File: src/rtl/vdff_share_arbiter_pkg.sv
// Shared types and helpers for the shared-pipeline round-robin arbiter.
package vdff_share_arbiter_pkg;

  // Arbiter FSM: IDLE when nobody owns the pipeline, OWN while a burst runs.
  typedef enum logic {
    IDLE = 1'b0,
    OWN  = 1'b1
  } state_t;

  // Ceiling log2 with a floor of 1 so a single-bit index is never zero-width.
  function automatic int clog2_min1(input int n);
    int w;
    w = 0;
    while ((1 << w) < n) w++;
    return (w < 1) ? 1 : w;
  endfunction

endpackage

File: src/rtl/vdff_share_arbiter_rr_pick.sv
// Combinational round-robin picker: first requester at or after ptr, with wrap.
module rr_pick
  import vdff_share_arbiter_pkg::*;
#(
  parameter  int NREQ = 4,
  localparam int IDW  = clog2_min1(NREQ)
) (
  input  logic [NREQ-1:0] req,
  input  logic [IDW-1:0]  ptr,
  output logic            found,
  output logic [IDW-1:0]  index
);

  // Scan offsets from farthest to nearest so the nearest hit overwrites.
  always_comb begin
    // NOTE: every output gets a default first so no path leaves it unassigned (no latch).
    found = 1'b0;
    index = '0;
    for (int k = NREQ - 1; k >= 0; k--) begin
      if (req[IDW'((int'(ptr) + k) % NREQ)]) begin
        found = 1'b1;
        index = IDW'((int'(ptr) + k) % NREQ);
      end
    end
  end

endmodule

File: src/rtl/vdff_share_arbiter.sv
// Round-robin burst arbiter feeding one shared, tagged, fixed-latency pipeline.
module vdff_share_arbiter
  import vdff_share_arbiter_pkg::*;
#(
  parameter  int SIZE  = 5,
  parameter  int NREQ  = 4,
  parameter  int DEPTH = 2,
  parameter  int BURST = 2,
  localparam int IDW   = clog2_min1(NREQ)
) (
  input  logic                 clk,
  input  logic                 rst_n,
  input  logic [NREQ-1:0]      req,
  input  logic [NREQ*SIZE-1:0] in_data,
  output logic [NREQ-1:0]      gnt,
  output logic [SIZE-1:0]      out_data,
  output logic [IDW-1:0]       out_id,
  output logic                 out_valid,
  output logic                 busy
);

  localparam int CNTW = clog2_min1(BURST + 1);

  typedef struct packed {
    logic            valid;
    logic [IDW-1:0]  id;
    logic [SIZE-1:0] data;
  } stage_t;

  state_t          state;
  logic [IDW-1:0]  owner;
  logic [IDW-1:0]  ptr;
  logic [CNTW-1:0] cnt;
  logic            found;
  logic [IDW-1:0]  pick;
  logic            keep;
  logic            take;
  logic [IDW-1:0]  sel;
  stage_t          stage_q [DEPTH];

  rr_pick #(.NREQ(NREQ)) u_pick (
    .req   (req),
    .ptr   (ptr),
    .found (found),
    .index (pick)
  );

  // The current owner keeps the grant while it still requests and has burst budget left.
  assign keep = (state == OWN) && req[owner] && (cnt < CNTW'(BURST));

  // Grant selection: continue the burst, else re-arbitrate in the same cycle; silent in reset.
  always_comb begin
    take = 1'b0;
    sel  = owner;
    if (!rst_n) begin
      take = 1'b0;
    end else if (keep) begin
      take = 1'b1;
      sel  = owner;
    end else if (found) begin
      take = 1'b1;
      sel  = pick;
    end
  end

  assign gnt = take ? (NREQ'(1) << sel) : '0;

  // Arbiter FSM: burst counting, ownership hand-over and pointer advance.
  always_ff @(posedge clk or negedge rst_n) begin
    // NOTE: sequential state uses non-blocking assignments so all registers update together.
    if (!rst_n) begin
      state <= IDLE;
      owner <= '0;
      ptr   <= '0;
      cnt   <= '0;
    end else if (keep) begin
      cnt <= cnt + CNTW'(1);
    end else if (found) begin
      owner <= pick;
      cnt   <= CNTW'(1);
      ptr   <= (pick == IDW'(NREQ - 1)) ? '0 : pick + IDW'(1);
      state <= (BURST > 1) ? OWN : IDLE;
    end else begin
      state <= IDLE;
    end
  end

  // Shared delay line: stage 0 captures the granted word, later stages shift every cycle.
  for (genvar k = 0; k < DEPTH; k++) begin : g_stage
    if (k == 0) begin : g_head
      // Capture the granted requester's word and index; an idle cycle only clears valid.
      always_ff @(posedge clk or negedge rst_n) begin
        // NOTE: data and id are reset too, so the outputs read zero after reset, not stale values.
        if (!rst_n) begin
          stage_q[0] <= '0;
        end else begin
          stage_q[0].valid <= take;
          if (take) begin
            stage_q[0].id   <= sel;
            stage_q[0].data <= in_data[int'(sel) * SIZE +: SIZE];
          end
        end
      end
    end else begin : g_tail
      // Unconditional shift; there is no stall or backpressure.
      always_ff @(posedge clk or negedge rst_n) begin
        if (!rst_n) stage_q[k] <= '0;
        else        stage_q[k] <= stage_q[k-1];
      end
    end
  end

  assign out_valid = stage_q[DEPTH-1].valid;
  assign out_id    = stage_q[DEPTH-1].id;
  assign out_data  = stage_q[DEPTH-1].data;

  // Busy while any stage holds a word or a burst is in progress.
  always_comb begin
    busy = (state == OWN);
    for (int k = 0; k < DEPTH; k++) busy = busy | stage_q[k].valid;
  end

endmodule

File: config.mk
export PLATFORM = sky130hd
export DESIGN_NAME = vdff_share_arbiter
export DESIGN_NICKNAME = d
export VERILOG_FILES = /design/src/rtl/vdff_share_arbiter_pkg.sv /design/src/rtl/vdff_share_arbiter_rr_pick.sv /design/src/rtl/vdff_share_arbiter.sv
export SDC_FILE = /design/constraint.sdc
export NUM_CORES = 1
export LEC_CHECK = 0
export ABC_AREA = 1
export CAP_MARGIN = 40
export CORE_ASPECT_RATIO = 0.5
export CORE_UTILIZATION = 48
export CTS_CLUSTER_SIZE = 40
export DETAILED_ROUTE_END_ITERATION = 8
export PLACE_DENSITY_LB_ADDON = 0.08
export SLEW_MARGIN = 20
export SYNTH_ARGS = -nofsm -noshare
export SYNTH_HDL_FRONTEND = slang
export SYNTH_SLANG_ARGS = --single-unit
File: constraint.sdc
create_clock -name clk -period 2.57 [get_ports clk]
set_clock_uncertainty 0.15 [all_clocks]
set_input_delay 0.3855 -clock clk [delete_from_list [all_inputs] [get_ports clk]]
set_output_delay 0.3855 -clock clk [all_outputs]
set_load 0.05 [all_outputs]
After elaboration in Yosys (flattened, before gate mapping)
Index checks and enable logic that the tools add are counted.

Add/subtract/negate cells: 5. $mul: 1. Order comparisons: 6. Eq/ne operators: 1. Shift-type cells: 2. Muxes and demuxes: 32. Bitwise logic cells: 3. Reduce and logical (&&, ||, !) cells: 4.

Operators by type and width (number): $mux 2 (10); $shiftx 20x6->5 (1); $lt 2x4->1 const B (4); $mux 1 (16); $bmux 1 s2 (5); $add 2x1->2 const B (3); $mul 2x3->5 const B (1); $add 2x2->2 const B (2); $mux 4 (1); $shl 1x2->4 const A (1); $lt 2x3->1 const B (1); $eq 2x2->1 const B (1); $logic_and 1x1->1 (2); $lt 2x2->1 const B (1); $or 1x1->1 (2); $reduce_and 2->1 (1); $reduce_bool 2->1 (1); $not 1->1 (1).

Flip-flop bits (word level): 23. Input port bits: 26. Output and inout port bits: 13. Logic and storage cells: 64.

Depth between registers and ports, before layout
Gate-level depths: netlist (run 1).

Depth in word-level cells: 13. Gate-level depth with buffers: 16.

Hierarchy
From an unflattened synthesis (run 1), not the netlist that was laid out.

Cells, all modules: 203. Area total of the unflattened synthesis: 1493.9 um2.

Modules (own cells, without submodules): vdff_share_arbiter (times used 1, cells each 157, area each 1281.2 um2); rr_pick (times used 1, cells each 46, area each 212.7 um2).

Worst setup path after synthesis (run 1)
Ideal clock, no wire load.

Path type: reg2out. From: reg ptr[0]. To: out gnt[0]. Arrival: 2531 ps. Slack: -497 ps. Cell stages (with the launch flop): 8. Cells stage by stage: dfrtp_1 > o21ai_0 > nor2_2 > nand2_2 > inv_4 > nor2_2 > clkinv_1 > nor3_1.

RTL lines: start: declaration (RTL line vdff_share_arbiter.sv:32) `logic [IDW-1:0] ptr;`; start signal: assignment (RTL line vdff_share_arbiter.sv:81) `ptr <= (pick == IDW'(NREQ - 1)) ? '0 : pick + IDW'(1);`; $add 2x2->2 (RTL line vdff_share_arbiter_rr_pick.sv:20) `if (req[IDW'((int'(ptr) + k) % NREQ)]) begin`; $bmux 1 s2 (RTL line vdff_share_arbiter_rr_pick.sv:20); $mux 1 (implied by the code) (2 in a row) (RTL line vdff_share_arbiter_rr_pick.sv:20); $mux 1 (3 in a row) (RTL line vdff_share_arbiter_rr_pick.sv:20); $mux 1 (*) (RTL line vdff_share_arbiter_rr_pick.sv:20); $mux 1 (*) (RTL line vdff_share_arbiter.sv:60) `end else if (found) begin`; $mux 1 (*) (RTL line vdff_share_arbiter.sv:57) `end else if (keep) begin`; $mux 1 (*) (RTL line vdff_share_arbiter.sv:55) `if (!rst_n) begin`; net take (RTL line vdff_share_arbiter.sv:37) `logic take;`; $mux 4 (*) (RTL line vdff_share_arbiter.sv:66) `assign gnt = take ? (NREQ'(1) << sel) : '0;`; end: declaration (RTL line vdff_share_arbiter.sv:15) `output logic [NREQ-1:0] gnt,`.

Mark *: on every way through the listed nets, which the timed path passes. The rest lies on a longest branch. The select of a mux whose other input is x is not followed.

Worst setup path after layout (run 1)
From: reg ptr[0]. To: out gnt[2].

Word-level cells in the longest chain between the ends: 13.

Ends and longest elaborated chain (RTL line): $add 2x2->2 (vdff_share_arbiter_rr_pick.sv:20, vdff_share_arbiter_rr_pick.sv:22); $bmux 1 s2 (vdff_share_arbiter_rr_pick.sv:20); $mux 1 (implied by the code) (2 in a row) (vdff_share_arbiter_rr_pick.sv:20); $mux 2 / $mux 1 (equally long branches) (4 in a row) (vdff_share_arbiter_rr_pick.sv:20); $mux 2 (vdff_share_arbiter.sv:60); $mux 2 (vdff_share_arbiter.sv:57); $mux 2 (vdff_share_arbiter.sv:55); $shl 1x2->4 (vdff_share_arbiter.sv:66); $mux 4 (*) (vdff_share_arbiter.sv:66).

Mark *: on every way between the ends. The rest lies on a longest branch, timed or not. The select of a mux whose other input is x is not followed.

==> key figures, run 1 <==
Worst setup path
  • CP max-delay cell: dfrtp_2
  • CP peak stage delay: between 0.4 and 0.5 ns
  • Data arrival time of the worst path: 2.10 ns
  • Critical path class: reg2out
  • Crit-path max FO: 6
  • Crit path launch type: flip-flop
  • Crit end category: output pin
  • CP cell instances: buf_6 > nand2_2 > o21ai_4 > nand2_2 > nand2_1 > inv_1 > nand2_1 > nand2_1 > nand3_2 > nand2_2 > inv_4 > nor3_4 > buf_12
  • Required time of the critical path: a little over 2 ns

STA
  • Final setup margin: -0.06289 ns
  • Unrepaired setup endpoints after global routing: yes
  • Slew Limit Headroom: 65.15%
  • Final setup fails: 4
  • Crit path time final: 2.633 ns
  • Max Slew Vio Count: 0
  • Max Fclk: 379.8 MHz
  • Final hold vios: 0
  • Period utilization: 102.4%
  • Worst-margin pin slew: 0.5211 ns

Synthesis
  • Synthesized area: between 1000 and 1500 sq um
  • Yosys warns: 0
  • Gate Count Post-Synth: 200
  • Seq/Total Area, Yosys: 40.56%
  • Synth cell types: 25
  • Seq cells post-synth: 23
  • Syn Area/Cell: a little over 7 sq um
  • Mapped Nets: approximately 230

Floorplanning
  • Cell Rows: 13
  • Area of the die: 3191 sq um
  • I/O pin count: 39
  • Starting Density: 52.55%
  • Die Height: 40.45 um
  • Core area: 2700 sq um
  • Die Wd: 78.89 um

Global route
  • Number of global-route vias before repair: 1243
  • Largest net degree at the start of global routing: 18
  • Aggregate global routing overflow: 0
  • Antenna violations before repair: 0
  • GRT Util Overall: a little under a quarter
  • First-pass GRT wire length: between 5 and 6 mm

Finish
  • Area Growth Syn to Fin: 56.53%
  • Layout cells sized above 1: 28.14%
  • Area of the multi-input gates: 728.2 sq um
  • Post-Layout Cell Count: 300
  • Diodes inserted: 0
  • FF/Latch Area: 578.1 sq um
  • Filler cells: 197
  • Final Net Count: 290

Clocking
  • H-tree levels: 1
  • CTS Buffer Depth: 2
  • CTS sink cnt: 23
  • CTS tree: yes
  • Clock slew seen by the registers of the worst setup and hold paths: 0.08 ns
  • CTS buffer count: 3
  • CTS Hold Bufs: 0
  • Clk Latency, worst-skew pair: about 0.26 ns
  • Clk root buf: clkbuf_8

Outcome
  • Status: complete, but fails checks
  • Failing checks: setup timing

Place
  • RD Place Congestion: around 0.85
  • Placed cells: 286
  • Final HPWL DP: 2.567 mm
  • Post-Place Worst Slack: -0.2782 ns
  • IO buf count: 38

Routing
  • TritonRoute pass-1 iters: 4
  • WL/cell: 12.36 um
  • Final wirelength: 3.707 mm
  • DR iter-0 viols: 33
  • Vias: 1462
  • Routed Antenna Nets: 0
  • DRC Markers: 0
  • Post-DR vias/cell: slightly below 5

Job
  • Number of max-cap violations: 0

Power and ir drop
  • Power, Total: 3.399 mW
  • PwrDens: approximately 1500 nW/um^2
  • Maximum VDD drop: 820.0 uV
  • Leak: 1.180 nW

Hold path
  • Hold WC Path Type: reg2reg
-- per-layer routing --
layer | global-route usage (%) | routed length, um | up-vias
li1 | - | - | 733
met1 | 26.63 | 1549 | 673
met2 | 47.61 | 1939 | 48
met3 | 4.773 | 148 | 8
met4 | 5.455 | 69 | 0
met5 | 0 | 0 | -
-- cells by family after synthesis --
kind of cell           after synthesis  synth area share, %
AND/OR/NAND/NOR                    115                37.48
flip-flops                          23                40.56
XOR/XNOR                             1               0.6174
AO/OA/AOI/OAI                       13                5.203
buffers and inverters               48                16.14
-- repair_timing --
action,4_1_cts,5_1_grt
resized for setup,21,15
pin swaps,7,6
setup buffers,7,3
setup endpoints to repair,4,4
-- through the flow --
stage                     TNS, ns  hold WS (ns)  cell area, sq um  utilization, %
after floorplan           -0.2073      -0.06009              1434               -
after global placement    -0.9950        0.2107              1988           73.63
after detailed placement   -1.428        0.2174              1988           73.63
after CTS                 -0.1044        0.2374              2141           79.29
after global routing      -0.5355        0.2459              2221           82.25
final                     -0.1684        0.2360              2221           82.25
-- cell usage after synthesis, drive strengths merged --
master	count	area, sq um
a21oi	2	10.01
nor2	9	55.05
inv	36	137.6
dfrtp	23	575.6
o21a	1	7.510
nand3	33	175.2
a21o	1	7.510
nor3	2	10.01
nand2	70	285.3
clkinv	2	8.750
o21ai	9	48.79
xnor2	1	8.760
buf	10	82.58
nand4	1	6.260
-- sequential cells by signal, indices dropped and copies added (netlist names) --
name       count
cnt            2
ptr            2
state          1
stage_q        8
out_id         2
out_data       5
owner          2
out_valid      1
-- worst max-delay path, delay by kind of cell (launching register included) --
family                 cells  cell delay (ns)
buffers and inverters      4             0.50
AO/OA/AOI/OAI              1             0.07
flip-flops                 1             0.45
AND/OR/NAND/NOR            8             0.83
-- worst paths after layout --
check	start	end	slack [ns]	cells past startpoint
min in group asynchronous	rst_n	stage_q[11]	0.35	2
max reg2reg	ptr[0]	stage_q[12]	0.18	18
min	stage_q[9]	out_data[1]	0.24	0
max in group asynchronous	rst_n	ptr[0]	1.55	3
max	ptr[0]	gnt[2]	-0.06	13
min reg2reg	stage_q[9]	out_data[1]	0.24	0
-- cell usage in the layout, fill, tap and decap left out, types with 4 or more instances in the layout --
cell             instances
nand2_1                 60
inv_1                   32
clkdlybuf4s50_1         30
buf_4                   29
nand3_1                 28
dfrtp_1                 21
nand2_2                  7
o21ai_0                  5
nand3_2                  5
buf_12                   5
inv_4                    4
dlygate4sd2_1            4
-- power by group --
group	internal [mW]	switching, mW
Combinational	1.06	1.47
Clock	0.108	0.112
Sequential	0.537	0.111
Total	1.70	1.70
-- final cells by class --
cell class                 instances  area share, %
multi-input combinational        129          32.79
timing repair buffer              69          29.92
sequential                        23          26.03
inverter                          38          7.099
tap                               37          2.085
clock buffer                       3          1.859
clock inverter                     1         0.2254
No activity file was read; power rests on OpenSTA's default activity.
==> run 2, diff against run 1 <==
--- a/config.mk
+++ b/config.mk
@@ -12,6 +12,7 @@
 export CTS_CLUSTER_SIZE = 40
 export DETAILED_ROUTE_END_ITERATION = 8
 export PLACE_DENSITY_LB_ADDON = 0.08
+export SKIP_CTS_REPAIR_TIMING = 1
 export SLEW_MARGIN = 20
 export SYNTH_ARGS = -nofsm -noshare
 export SYNTH_HDL_FRONTEND = slang
==> key figures, run 2 (same netlist as run 1, synthesis figures left out) <==
Finish
  • Commonest cells after routing, fill and taps aside: nand2_1, inv_1, clkdlybuf4s50_1 (unchanged)
  • Diodes inserted: 0 (unchanged)
  • Most flops, register: stage_q (unchanged)
  • Max reg flops: 8 (unchanged)
  • Commonest non-fill, non-tap cell in the layout: nand2_1 (unchanged)
  • Layout cells sized above 1: 28.24% (was 28.14%)
  • Area Growth Syn to Fin: 58.55% (was 56.53%)
  • Design Area, Final: 2250 sq um (was 2221 sq um)
  • Filler cells: 188 (was 197)
  • Final Net Count: 289 (was 290)
  • Post-Layout Cell Count: 299 (was 300)
  • Util after Layout: 83.32% (was 82.25%)

STA
  • Max Slew Vio Count: 0 (unchanged)
  • Final setup TNS: -0.5146 ns (was -0.1684 ns)
  • Final hold vios: 0 (unchanged)
  • Final setup fails: 4 (unchanged)
  • Max Fclk: 364.1 MHz (was 379.8 MHz)
  • Slew Limit Headroom: 65.57% (was 65.15%)
  • Period utilization: 106.9% (was 102.4%)
  • Final setup margin: -0.1764 ns (was -0.06289 ns)
  • Unrepaired setup endpoints after global routing: yes (unchanged)
  • Hold_ws: 0.2335 ns (was 0.2360 ns)
  • Worst-margin pin slew: 0.5149 ns (was 0.5211 ns)
  • Crit path time final: 2.746 ns (was 2.633 ns)

Place
  • Post-Place Worst Slack: -0.2782 ns (unchanged)
  • RD Place Congestion: 0.8535 (unchanged)
  • Placed cells: 286 (unchanged)
  • Area after DPL: 1988 sq um (unchanged)
  • Final HPWL DP: 2.567 mm (unchanged)
  • IO buf count: 38 (unchanged)

Routing
  • Vias: 1469 (was 1462)
  • TritonRoute pass-1 iters: 4 (unchanged)
  • Routed Antenna Nets: 0 (unchanged)
  • DR iter-0 viols: 66 (was 33)
  • DRC Markers: 0 (unchanged)
  • Post-DR vias/cell: 4.913 (was 4.873)
  • WL/cell: 12.36 um (about the same)
  • Final wirelength: 3.695 mm (was 3.707 mm)

Hold path
  • Hold wc startpoint: stage_q[9] (unchanged)
  • Hold WC Path Type: reg2reg (unchanged)
  • Worst Hold Path Cells: 0 (unchanged)
  • Worst Hold Path EP: out_data[1] (unchanged)

Global route
  • Aggregate global routing overflow: 0 (unchanged)
  • Antenna violations before repair: 0 (unchanged)
  • Met1 Resource Use GR: 26.32% (was 26.63%)
  • Largest net degree at the start of global routing: 18 (unchanged)
  • Met3 GRT Util: 4.545% (was 4.773%)
  • Number of global-route vias before repair: 1158 (was 1243)
  • Grt met2 use: 41.96% (was 47.61%)
  • First-pass GRT wire length: 5.071 mm (was 5.451 mm)
  • GRT Util Overall: 21.77% (was 23.36%)
  • Gr busiest metal: met2 (unchanged)

Floorplanning
  • Cell Rows: 13 (unchanged)
  • Die Wd: 78.89 um (unchanged)
  • I/O pin count: 39 (unchanged)
  • Starting Density: 52.55% (unchanged)
  • Die Height: 40.45 um (unchanged)
  • Core area: 2700 sq um (unchanged)
  • Area of the die: 3191 sq um (unchanged)

Worst setup path
  • Worst R2R Setup Slack: 0.19 ns (was 0.18 ns)
  • CP bufs+invs: 4 (unchanged)
  • Top delay family on crit path: simple AND/OR/NAND/NOR gates (unchanged)
  • FF-to-FF path depth: 16 (was 18)
  • Worst flop-to-flop path startpoint: ptr[0] (unchanged)
  • Crit-path max FO: 6 (unchanged)
  • Most frequent CP cell: inv_4
  • CP peak stage delay: 0.46 ns (was 0.45 ns)
  • RR Endpoint: stage_q[12] (unchanged)
  • CP cell instances: o21ai_0 > buf_4 > nor2_2 > nand2_2 > inv_4 > nor2_8 > nand4_1 > nand2_4 > inv_4 > nor3_4 > buf_12 (was buf_6 > nand2_2 > o21ai_4 > nand2_2 > nand2_1 > inv_1 > nand2_1 > nand2_1 > nand3_2 > nand2_2 > inv_4 > nor3_4 > buf_12)
  • Crit path launch type: flip-flop (unchanged)
  • Crit end category: output pin (unchanged)
  • Required time of the critical path: 2.03 ns (about the same)
  • Critical path class: reg2out (unchanged)
  • Data arrival time of the worst path: 2.21 ns (was 2.10 ns)
  • CP max-delay cell: dfrtp_2 (unchanged)

Clocking
  • Clk Latency, worst-skew pair: 0.26 ns (about the same)
  • CTS Buffer Depth: 2 (unchanged)
  • Clock slew seen by the registers of the worst setup and hold paths: 0.08 ns (about the same)
  • CTS tree: yes (unchanged)
  • CTS buffer count: 3 (unchanged)
  • Clk root buf: clkbuf_8 (unchanged)
  • CTS sink cnt: 23 (unchanged)
  • H-tree levels: 1 (unchanged)

Outcome
  • Failing checks: setup timing (unchanged)
  • Status: complete, but fails checks (unchanged)

Power and ir drop
  • Power, Total: 3.448 mW (was 3.399 mW)
  • Leak: 1.214 nW (was 1.180 nW)
  • PwrDens: 1533 nW/um^2 (was 1531 nW/um^2)
  • Maximum VDD drop: 786.9 uV (was 820.0 uV)

Job
  • Number of max-cap violations: 0 (unchanged)
-- run 2: layer usage --
layer	vias to the layer above	part of all wire (%)
li1	733	-
met1	677	42
met2	51	52
met3	8	4.4
met4	0	1.5
met5	-	0
-- run 2: how the worst max path moves through the flow --
stage | start | cells after the start | slack [ns] | endpoint
2_1_floorplan | ptr[0] | 7 | -0.10 | gnt[0]
3_3_place_gp | req[3] | 13 | -0.22 | gnt[2]
3_5_place_dp | req[3] | 13 | -0.28 | gnt[2]
4_1_cts | req[3] | 13 | -0.30 | gnt[2]
5_1_grt | ptr[0] | 11 | -0.25 | gnt[2]
6_report | ptr[0] | 11 | -0.18 | gnt[2]
-- run 2: report_power, final --
part	leakage (nW)	switching, mW	internal [mW]	total [mW]
Clock	0.0255	0.111	0.108	0.219
Sequential	0.273	0.116	0.537	0.653
Combinational	0.916	1.48	1.10	2.58
Total	1.21	1.70	1.74	3.45
-- run 2: area by class of cell --
cell class / count / area [sq um] / area share [%]
clock inverters: 1 / 5.005 / 0.2225
multi-input cells: 129 / 747.0 / 33.20
flip-flops and latches: 23 / 578.1 / 25.70
well taps: 37 / 46.29 / 2.058
inverters: 38 / 152.6 / 6.785
clock buffers: 3 / 41.29 / 1.835
repair buffers: 68 / 679.4 / 30.20
==> run 3, diff against run 2 <==
--- a/config.mk
+++ b/config.mk
@@ -11,6 +11,7 @@
 export CORE_UTILIZATION = 48
 export CTS_CLUSTER_SIZE = 40
 export DETAILED_ROUTE_END_ITERATION = 8
+export GPL_TIMING_DRIVEN = 0
 export PLACE_DENSITY_LB_ADDON = 0.08
 export SKIP_CTS_REPAIR_TIMING = 1
 export SLEW_MARGIN = 20
==> key figures, run 3 (same netlist as run 1, synthesis figures left out) <==
Worst setup path
  • CP bufs+invs: 4 (unchanged)
  • Worst flop-to-flop path startpoint: ptr[0] (unchanged)
  • Crit-path max FO: 8 (was 6)
  • Required time of the critical path: 2.03 ns (about the same)
  • Data arrival time of the worst path: 2.14 ns (was 2.21 ns)
  • Crit end category: output pin (unchanged)
  • Critical path class: reg2out (unchanged)
  • RR Endpoint: stage_q[12] (unchanged)
  • Crit path launch type: flip-flop (unchanged)
  • FF-to-FF path depth: 16 (unchanged)
  • Worst R2R Setup Slack: 0.30 ns (was 0.19 ns)
  • Top delay family on crit path: simple AND/OR/NAND/NOR gates (unchanged)
  • Most frequent CP cell: inv_4 (unchanged)
  • CP peak stage delay: 0.45 ns (was 0.46 ns)
  • Stages on the worst setup path: 11 (unchanged)
  • CP cell instances: buf_4 > o21ai_2 > nor2_2 > nand2_2 > inv_4 > nor2_8 > nand4_1 > nand2_4 > inv_4 > nor3_4 > buf_6 (was o21ai_0 > buf_4 > nor2_2 > nand2_2 > inv_4 > nor2_8 > nand4_1 > nand2_4 > inv_4 > nor3_4 > buf_12)
  • CP max-delay cell: dfrtp_2 (unchanged)

Global route
  • GRT Util Overall: 19.19% (was 21.77%)
  • First-pass GRT wire length: 4.512 mm (was 5.071 mm)
  • Number of global-route vias before repair: 1089 (was 1158)
  • Aggregate global routing overflow: 0 (unchanged)
  • Antenna violations before repair: 0 (unchanged)
  • Largest net degree at the start of global routing: 15 (was 18)

Floorplanning
  • I/O pin count: 39 (unchanged)
  • Area of the die: 3191 sq um (unchanged)
  • Starting Density: 52.55% (unchanged)
  • Die Wd: 78.89 um (unchanged)
  • Core area: 2700 sq um (unchanged)
  • Die Height: 40.45 um (unchanged)
  • Cell Rows: 13 (unchanged)

Power and ir drop
  • Sequential share of power: 20.8% (was 18.9%)
  • P_int: 1.538 mW (was 1.743 mW)
  • PwrDens: 1442 nW/um^2 (was 1533 nW/um^2)
  • Comb pwr share: 72.0% (was 74.7%)
  • Psw: 1.575 mW (was 1.705 mW)
  • Switching share of total power: 50.59% (was 49.45%)
  • Leak: 1.193 nW (was 1.214 nW)
  • Clock network fraction of design power: 7.2% (was 6.4%)
  • Maximum VDD drop: 790.6 uV (was 786.9 uV)

Finish
  • FF/Latch Area: 578.1 sq um (unchanged)
  • Commonest cells after routing, fill and taps aside: nand2_1, inv_1, nand3_1 (was nand2_1, inv_1, clkdlybuf4s50_1)
  • Most flops, register: stage_q (unchanged)
  • Final Net Count: 288 (was 289)
  • Area of the multi-input gates: 694.4 sq um (was 747.0 sq um)
  • Commonest non-fill, non-tap cell in the layout: nand2_1 (unchanged)
  • Layout cells sized above 1: 25.67% (was 28.24%)
  • Diodes inserted: 0 (unchanged)
  • Area Growth Syn to Fin: 52.12% (was 58.55%)
  • Filler cells: 202 (was 188)
  • Max reg flops: 8 (unchanged)

Clocking
  • H-tree levels: 1 (unchanged)
  • CTS buffer count: 3 (unchanged)
  • Clk Latency, worst-skew pair: 0.26 ns (about the same)
  • CTS tree: yes (unchanged)
  • CTS sink cnt: 23 (unchanged)
  • Clock slew seen by the registers of the worst setup and hold paths: 0.08 ns (about the same)
  • Clk root buf: clkbuf_8 (unchanged)
  • CTS Buffer Depth: 2 (unchanged)

Routing
  • TritonRoute pass-1 iters: 4 (unchanged)
  • DR iter-0 viols: 56 (was 66)
  • Post-DR vias/cell: 4.919 (was 4.913)
  • WL/cell: 11.88 um (was 12.36 um)
  • Routed Antenna Nets: 0 (unchanged)
  • Final wirelength: 3.540 mm (was 3.695 mm)
  • Vias: 1466 (was 1469)
  • DRC Markers: 0 (unchanged)

Job
  • Number of max-cap violations: 0 (unchanged)

Outcome
  • Failing checks: setup timing (unchanged)
  • Status: complete, but fails checks (unchanged)

STA
  • Final hold vios: 0 (unchanged)
  • Period utilization: 104.1% (was 106.9%)
  • Final setup TNS: -0.2948 ns (was -0.5146 ns)
  • Final setup margin: -0.1057 ns (was -0.1764 ns)
  • Max Fclk: 373.7 MHz (was 364.1 MHz)
  • Unrepaired setup endpoints after global routing: yes (unchanged)
  • Hold_ws: 0.2343 ns (was 0.2335 ns)
  • Slew Limit Headroom: 66.18% (was 65.57%)
  • Worst-margin pin slew: 0.5056 ns (was 0.5149 ns)
  • Max Slew Vio Count: 0 (unchanged)
  • Final setup fails: 4 (unchanged)
  • Crit path time final: 2.676 ns (was 2.746 ns)

Place
  • RD Place Congestion: 0.7785 (was 0.8535)
  • IO buf count: 38 (unchanged)
  • Final HPWL DP: 2.287 mm (was 2.567 mm)

Hold path
  • Hold WC Path Type: reg2reg (unchanged)
  • Worst Hold Path Cells: 0 (unchanged)
  • Worst Hold Path EP: out_data[4] (was out_data[1])
  • Hold wc startpoint: stage_q[12] (was stage_q[9])
[run 3: cell count changes in the layout (fill, tap and decap cells not counted), sizes merged]
cell,change
clkinvlp,+1
buf,-3
dlygate4sd3,+2
clkdlybuf4s50,-1
dlymetal6s2s,+1
clkinv,-1
[run 3: worst max path at each step]
| stage | start | endpoint | slack, ns |
|---|---|---|---|
| floorplan | ptr[0] | gnt[0] | -0.10 |
| global placement | rst_n | gnt[0] | -1.74 |
| detailed placement | rst_n | gnt[0] | -1.35 |
| CTS | rst_n | gnt[0] | -1.36 |
| global route | ptr[0] | gnt[3] | -0.26 |
| finish | ptr[0] | gnt[2] | -0.11 |
[run 3: per-stage QoR]
| step | setup WS [ns] | cell area, sq um | power, mW | utilization [%] | cells |
|---|---|---|---|---|---|
| final | -0.1057 | 2158 | 3.112 | 79.94 | 298 |
| after global routing | -0.2600 | 2158 | 3.340 | 79.94 | 298 |
| after CTS | -1.357 | 1922 | 2.717 | 71.18 | 280 |
| after detailed placement | -1.351 | 1876 | 2.488 | 69.46 | 276 |
| after global placement | -1.737 | 1861 | 2.449 | 68.91 | 275 |
| after floorplan | -0.1037 | 1434 | 2.047 | - | 200 |
[run 3: final cells by class]
type | count | share of cell area [%]
Inverter | 38 | 7.130
Clock buffer | 3 | 1.913
Sequential cell | 23 | 26.78
Multi-Input combinational cell | 129 | 32.17
Tap cell | 37 | 2.145
Buffer | 10 | 4.000
Clock inverter | 1 | 0.2319
Timing Repair Buffer | 57 | 25.62
[run 3: metal layers]
| layer | global-route usage, % | routed length, um | up-vias |
|---|---|---|---|
| met5 | 0 | 0 | - |
| met4 | 7.727 | 90 | 0 |
| met3 | 4.091 | 219 | 10 |
| met2 | 34.57 | 1764 | 64 |
| met1 | 23.66 | 1465 | 656 |
| li1 | - | - | 736 |
[run 3: power groups by stage]
stage	clock network (mW)	logic (mW)	registers (mW)
2_1_floorplan	0	1.42	0.623
3_3_place_gp	0	1.82	0.632
3_5_place_dp	0	1.85	0.641
4_1_cts	0.225	1.86	0.636
5_1_grt	0.240	2.44	0.662
6_report	0.223	2.24	0.647
